File: src/rtl/button_event_decoder.sv
`default_nettype none
// ============================================================================
// Module   : button_event_decoder
// Brief    : Debounced button level -> single-cycle press/release/click/
//            double-click/long-press/auto-repeat event pulses.
// Revision : 1.0 - initial release
// ============================================================================
module button_event_decoder #(
   parameter int   CLOCK_FREQUENCY   = 50,
   parameter int   LONG_PRESS_TIME   = 1000,
   parameter int   REPEAT_PERIOD     = 200,
   parameter int   DOUBLE_CLICK_TIME = 300,
   parameter logic ACTIVE_LEVEL      = 1'b1
) (
   input  logic clk,
   input  logic reset,
   input  logic enable,
   input  logic btn_level,
   output logic btn_held,
   output logic press_pulse,
   output logic release_pulse,
   output logic click_pulse,
   output logic double_click_pulse,
   output logic long_press_pulse,
   output logic repeat_pulse
);

   localparam int c_LONG_N  = LONG_PRESS_TIME   * CLOCK_FREQUENCY * 1000;
   localparam int c_REP_N   = REPEAT_PERIOD     * CLOCK_FREQUENCY * 1000;
   localparam int c_DBL_N   = DOUBLE_CLICK_TIME * CLOCK_FREQUENCY * 1000;
   localparam int c_MAX_LR  = (c_LONG_N > c_REP_N) ? c_LONG_N : c_REP_N;
   localparam int c_MAX_N   = (c_MAX_LR > c_DBL_N) ? c_MAX_LR : c_DBL_N;
   localparam int c_CNT_W   = $clog2(c_MAX_N + 1);

   localparam logic [c_CNT_W-1:0] c_LONG_TC = c_CNT_W'(c_LONG_N - 1);
   localparam logic [c_CNT_W-1:0] c_REP_TC  = c_CNT_W'(c_REP_N - 1);
   localparam logic [c_CNT_W-1:0] c_DBL_TC  = c_CNT_W'(c_DBL_N - 1);

   typedef enum logic [2:0] {
      ST_LOCKOUT     = 3'd0,
      ST_IDLE        = 3'd1,
      ST_PRESSED     = 3'd2,
      ST_HELD        = 3'd3,
      ST_WAIT_SECOND = 3'd4,
      ST_SECOND      = 3'd5
   } state_t;

   state_t               r_state;
   state_t               w_state_nxt;
   logic [c_CNT_W-1:0]   r_cnt;
   logic [c_CNT_W-1:0]   w_cnt_nxt;
   logic [c_CNT_W-1:0]   w_cnt_inc;
   logic                 w_pressed;

   logic r_btn_held, r_press, r_release, r_click, r_double, r_long, r_repeat;
   logic w_btn_held, w_press, w_release, w_click, w_double, w_long, w_repeat;

   assign w_pressed = (btn_level == ACTIVE_LEVEL);
   // Saturating increment: the counter must never wrap back to a terminal value.
   assign w_cnt_inc = (r_cnt == {c_CNT_W{1'b1}}) ? r_cnt : r_cnt + c_CNT_W'(1);

   always_comb begin
      w_state_nxt = r_state;
      w_cnt_nxt   = w_cnt_inc;
      w_btn_held  = w_pressed && (r_state != ST_LOCKOUT);
      w_press     = 1'b0;
      w_release   = 1'b0;
      w_click     = 1'b0;
      w_double    = 1'b0;
      w_long      = 1'b0;
      w_repeat    = 1'b0;

      case (r_state)
         ST_LOCKOUT: begin
            w_cnt_nxt = '0;
            if (!w_pressed) w_state_nxt = ST_IDLE;
         end
         ST_IDLE: begin
            w_cnt_nxt = '0;
            if (w_pressed) begin
               w_press     = 1'b1;
               w_state_nxt = ST_PRESSED;
            end
         end
         ST_PRESSED: begin
            if (!w_pressed) begin
               w_release   = 1'b1;
               w_state_nxt = ST_WAIT_SECOND;
            end else if (r_cnt == c_LONG_TC) begin
               w_long      = 1'b1;
               w_state_nxt = ST_HELD;
            end
         end
         ST_HELD: begin
            if (!w_pressed) begin
               w_release   = 1'b1;
               w_state_nxt = ST_IDLE;
            end else if (r_cnt == c_REP_TC) begin
               w_repeat  = 1'b1;
               w_cnt_nxt = '0;
            end
         end
         ST_WAIT_SECOND: begin
            if (w_pressed) begin
               w_press     = 1'b1;
               w_state_nxt = ST_SECOND;
            end else if (r_cnt == c_DBL_TC) begin
               w_click     = 1'b1;
               w_state_nxt = ST_IDLE;
            end
         end
         ST_SECOND: begin
            if (!w_pressed) begin
               w_release   = 1'b1;
               w_double    = 1'b1;
               w_state_nxt = ST_IDLE;
            end else if (r_cnt == c_LONG_TC) begin
               // The pending first click is still owed when the second press turns long.
               w_click     = 1'b1;
               w_long      = 1'b1;
               w_state_nxt = ST_HELD;
            end
         end
         default: begin
            w_cnt_nxt   = '0;
            w_state_nxt = ST_LOCKOUT;
         end
      endcase

      if (w_state_nxt != r_state) w_cnt_nxt = '0;

      if (!enable) begin
         w_state_nxt = ST_LOCKOUT;
         w_cnt_nxt   = '0;
         w_btn_held  = 1'b0;
         w_press     = 1'b0;
         w_release   = 1'b0;
         w_click     = 1'b0;
         w_double    = 1'b0;
         w_long      = 1'b0;
         w_repeat    = 1'b0;
      end
   end

   always_ff @(posedge clk or posedge reset) begin
      if (reset) begin
         r_state    <= ST_LOCKOUT;
         r_cnt      <= '0;
         r_btn_held <= 1'b0;
         r_press    <= 1'b0;
         r_release  <= 1'b0;
         r_click    <= 1'b0;
         r_double   <= 1'b0;
         r_long     <= 1'b0;
         r_repeat   <= 1'b0;
      end else begin
         r_state    <= w_state_nxt;
         r_cnt      <= w_cnt_nxt;
         r_btn_held <= w_btn_held;
         r_press    <= w_press;
         r_release  <= w_release;
         r_click    <= w_click;
         r_double   <= w_double;
         r_long     <= w_long;
         r_repeat   <= w_repeat;
      end
   end

   assign btn_held           = r_btn_held;
   assign press_pulse        = r_press;
   assign release_pulse      = r_release;
   assign click_pulse        = r_click;
   assign double_click_pulse = r_double;
   assign long_press_pulse   = r_long;
   assign repeat_pulse       = r_repeat;

endmodule
`default_nettype wire
File: config.mk
export PLATFORM = sky130hd
export DESIGN_NAME = button_event_decoder
export DESIGN_NICKNAME = d
export VERILOG_FILES = /design/src/rtl/button_event_decoder.sv
export SDC_FILE = /design/constraint.sdc
export NUM_CORES = 1
export LEC_CHECK = 0
export CAP_MARGIN = 20
export CORE_UTILIZATION = 56
export CTS_BUF_LIST = sky130_fd_sc_hd__clkbuf_8
export CTS_CLUSTER_SIZE = 14
export DETAILED_ROUTE_END_ITERATION = 12
export PLACE_DENSITY = 0.78
export SYNTH_ARGS = -nofsm -noshare
export SYNTH_HDL_FRONTEND = slang
export SYNTH_SLANG_ARGS = --single-unit
File: constraint.sdc
create_clock -name clk -period 2.17 [get_ports clk]
set_input_delay 0.651 -clock clk [delete_from_list [all_inputs] [get_ports clk]]
set_output_delay 0.651 -clock clk [all_outputs]
set_load 0.01 [all_outputs]
==> metrics.md <==
| Metric | Value |
|---|---|
| Sequential area share after synthesis | `just under 40%` |
| Final Cycle Share | `roughly 100%` |
| Switching Fraction | `25.2%` |
| Fin area | `between 3000 and 4000 µm²` |
| Design Power | `about 1300 µW` |
| Final Critical Period | `around 2.2 ns` |
| Clock buffer depth | `2` |
| GPL Wtd Cong | `approximately 0.93` |
| Antenna Cells | `0` |
| Die ar. | `approximately 4400 µm²` |
| CP arrival | `between 2 and 2.5 ns` |
| RSZ-0062 raised after global routing | `yes` |
| Final WL | `6390 µm` |
| Post-layout util | `between 70 and 80%` |
| Hold Path Class | `flop to flop` |
| Critical Path Start Type | `flop` |
| Synth Flop Type | `dfrtp_1` |
| Initial Util | `between 50% and 60%` |
| Syn Area/Cell | `between 10 and 15 µm²` |
| Synth warn | `0` |
| Setup violators final | `0` |
| Net Count, Synth | `about 230` |
| Max VDD drop | `between 300 and 400 µV` |
| Clock latency on the worst-skew pair | `roughly 0.30 ns` |
| Max Slew Vio Count | `0` |
| Fraction of layout cells with a size suffix above 1 | `between 30% and 40%` |
| DR vias | `approximately 2100` |
| Clock power share | `a little over a third` |
| Synth top area share | `between 30% and 40%` |
| Post-route ant nets | `0` |
| Req. time, crit path | `approximately 2.4 ns` |
| Clock slew at reported path FFs | `roughly 0.060 ns` |
| GRT Overall Usage | `a little under a third` |
| Dpl cell area | `approximately 2700 µm²` |
| Netlist cell types | `between 50 and 60` |
| Grt total ovfl | `0` |
| Number of flops mapped to enable cells by yosys | `0` |
| CP Capture Type | `flop` |
| Ports | `11` |
| Vert. Die Dim | `approximately 66 µm` |
| Clock root buffer | `clkbuf_8` |
| CTS sink count | `36` |
| Leak Pwr | `approximately 0.0012 µW` |
| Max_cap viols | `0` |
| Largest net degree at the start of global routing | `37` |
| H-tree depth | `2` |
| Cell taking the most area after synthesis | `dfrtp_1` |
| Via density | `between 6 and 7` |
| First-pass GRT wire length | `9810 µm` |
| # nets final | `287` |
| Worst Path Max Fanout | `6` |
| CTS tree | `built` |
| Wire per inst | `19.3 µm` |
| Status | `finished clean` |
| Sequential Power Share | `between 50 and 60%` |
| Fmax | `roughly 460 MHz` |
| Combinational share of power | `10.8%` |
| Post-DP HPWL | `~4000 µm` |
| Post-synth ARST share | `100%` |
| Antenna violations before repair | `0` |
| Drt pass-1 iters | `4` |
| Cell chain of the critical path | `buf_4, nand4_2, or4_4, nor3_4, buf_6, o21ai_1, a211oi_2` |
| Core area | `around 4000 µm²` |
| Buffers & Inverters on Critical Path | `2` |
| Sw power | `318 µW` |
| Die W | `about 66 µm` |
| Cell at the slowest stage of the critical path | `or4_4` |
| Cts bufs inserted | `5` |
| DRC Markers | `0` |
| P&R area growth vs syn | `31.5%` |
| Mapped cell area | `2320 µm²` |
| Clock Skews | `roughly 0.015 ns` |
| Relative slew slack | `a little over three fifths` |
| Std cell rows | `23` |
| Critical path class | `flop to flop` |
| Int Pwr | `944 µW` |
| Yosys reg bits | `36` |
| Vias in the first global route | `just over 2000` |
| Top post-synthesis cells by area | `dfrtp_1 39%, xor2_1 5.3%, nor3_1 4.5%, nand4bb_1 1.9%, o31ai_4 1.8%` |
| Initial drt markers | `between 200 and 250` |
| CP peak stage delay | `around 0.67 ns` |
| Top delay family on crit path | `simple AND/OR/NAND/NOR gates` |
| Number of port buffers | `10` |
| Slew @ Worst Pin | `0.548 ns` |
| PD cells | `413 nW/µm²` |
| Cells after Synth | `between 200 and 250` |
| Fin. Hold Viols | `0` |
## flip-flops by register name, summed over array words and instances, names as in the netlist
name,count
long_press_pulse,1
click_pulse,1
press_pulse,1
r_cnt,26
double_click_pulse,1
btn_held,1
release_pulse,1
repeat_pulse,1
r_state,3
## layout by cell type, fill, tap and decap left out, drive strengths merged, types with 3 or more instances in the layout
| cell | netlist | routed |
|---|---|---|
| o311ai | 4 | 4 |
| o21ai | 8 | 8 |
| o31ai | 9 | 9 |
| and2 | 4 | 4 |
| o2111ai | 3 | 3 |
| a211oi | 6 | 6 |
| xor2 | 14 | 14 |
| nor4 | 8 | 8 |
| nor3 | 25 | 25 |
| clkdlybuf4s50 | 0 | 9 |
| nand2 | 10 | 10 |
| a21oi | 5 | 5 |
| buf | 13 | 51 |
| nand4bb | 4 | 4 |
| dfrtp | 36 | 36 |
| nand3 | 9 | 9 |
| nand4 | 7 | 7 |
| or4 | 4 | 4 |
| clkbuf | 2 | 5 |
| nor2 | 10 | 10 |
| and3 | 6 | 6 |
| or3 | 5 | 5 |
| xnor2 | 4 | 4 |
| inv | 9 | 9 |
## metal layers
metal / GRT usage [%] / share of wire [%] / up-vias
li1: - / - / 980
met1: 37.4 / 40 / 1036
met2: 50.0 / 51 / 95
met3: 6.72 / 6.8 / 17
met4: 15.7 / 2.3 / 0
met5: 0 / 0 / -
## power groups by stage
stage	registers, µW	clock network (µW)	logic [µW]
3_5_place_dp	697	0	107
4_1_cts	684	440	154
3_3_place_gp	696	0	105
5_1_grt	685	463	148
2_1_floorplan	693	0	68.4
6_report	685	441	136
## final cells by class
type,instances,area (µm²)
Multi-Input combinational cell,169,1430
Fill cell,272,942
Sequential cell,36,903
Timing Repair Buffer,61,562
Clock buffer,5,68.8
Tap cell,50,62.6
Inverter,9,33.8
## kinds of logic after synthesis
group	Yosys count	synth area share, %
AO/OA/AOI/OAI	46	17.5
multiplexers	2	0.861
AND/OR/NAND/NOR	102	29.3
adder cells (fa/ha/maj)	1	0.538
buffers and inverters	24	6.24
XOR/XNOR	18	6.78
flip-flops	36	38.8
## Yosys cell counts, types with 5 or more instances
library cell	count
dfrtp_1	36
nor3_1	21
xor2_1	14
nand2_1	10
nor2_1	10
inv_1	9
nand3_1	7
and3_1	6
nor4_1	6
a211oi_1	5
a21oi_1	5
buf_2	5
nand4_1	5
o31ai_1	5
## repair_timing
| action | 4_1_cts | 5_1_grt |
|---|---|---|
| gates cloned | 2 | 0 |
| pin swaps | 6 | 15 |
| gates resized for setup | 7 | 31 |
| buffers inserted | 5 | 4 |
| endpoints found under the setup margin | 27 | 27 |
| hold buffers | 0 | 0 |
## through the flow
step / instances / hold WS, ns / worst slack (ns) / setup TNS [ns]
3_3_place_gp: 317 / 0.546 / -0.313 / -7.50
4_1_cts: 329 / 0.573 / -0.0206 / -0.126
2_1_floorplan: 229 / 0.511 / -0.00227 / -0.0205
3_5_place_dp: 317 / 0.565 / -0.388 / -9.41
6_report: 330 / 0.585 / 0.00938 / 0
5_1_grt: 330 / 0.602 / -0.0449 / -0.246
## worst paths after layout
| check | from | endpoint | slack, ns | cells after the start |
|---|---|---|---|---|
| max | r_cnt[17] | r_cnt[15] | 0.009 | 7 |
| min | r_state[1] | press_pulse | 0.59 | 1 |
| max reg2reg | r_cnt[17] | r_cnt[15] | 0.009 | 7 |
| min reg2reg | r_state[1] | press_pulse | 0.59 | 1 |
| max in group asynchronous | reset | r_cnt[9] | 1.06 | 3 |
| min in group asynchronous | reset | r_state[2] | 0.76 | 3 |
No activity file was read; power rests on OpenSTA's default activity.
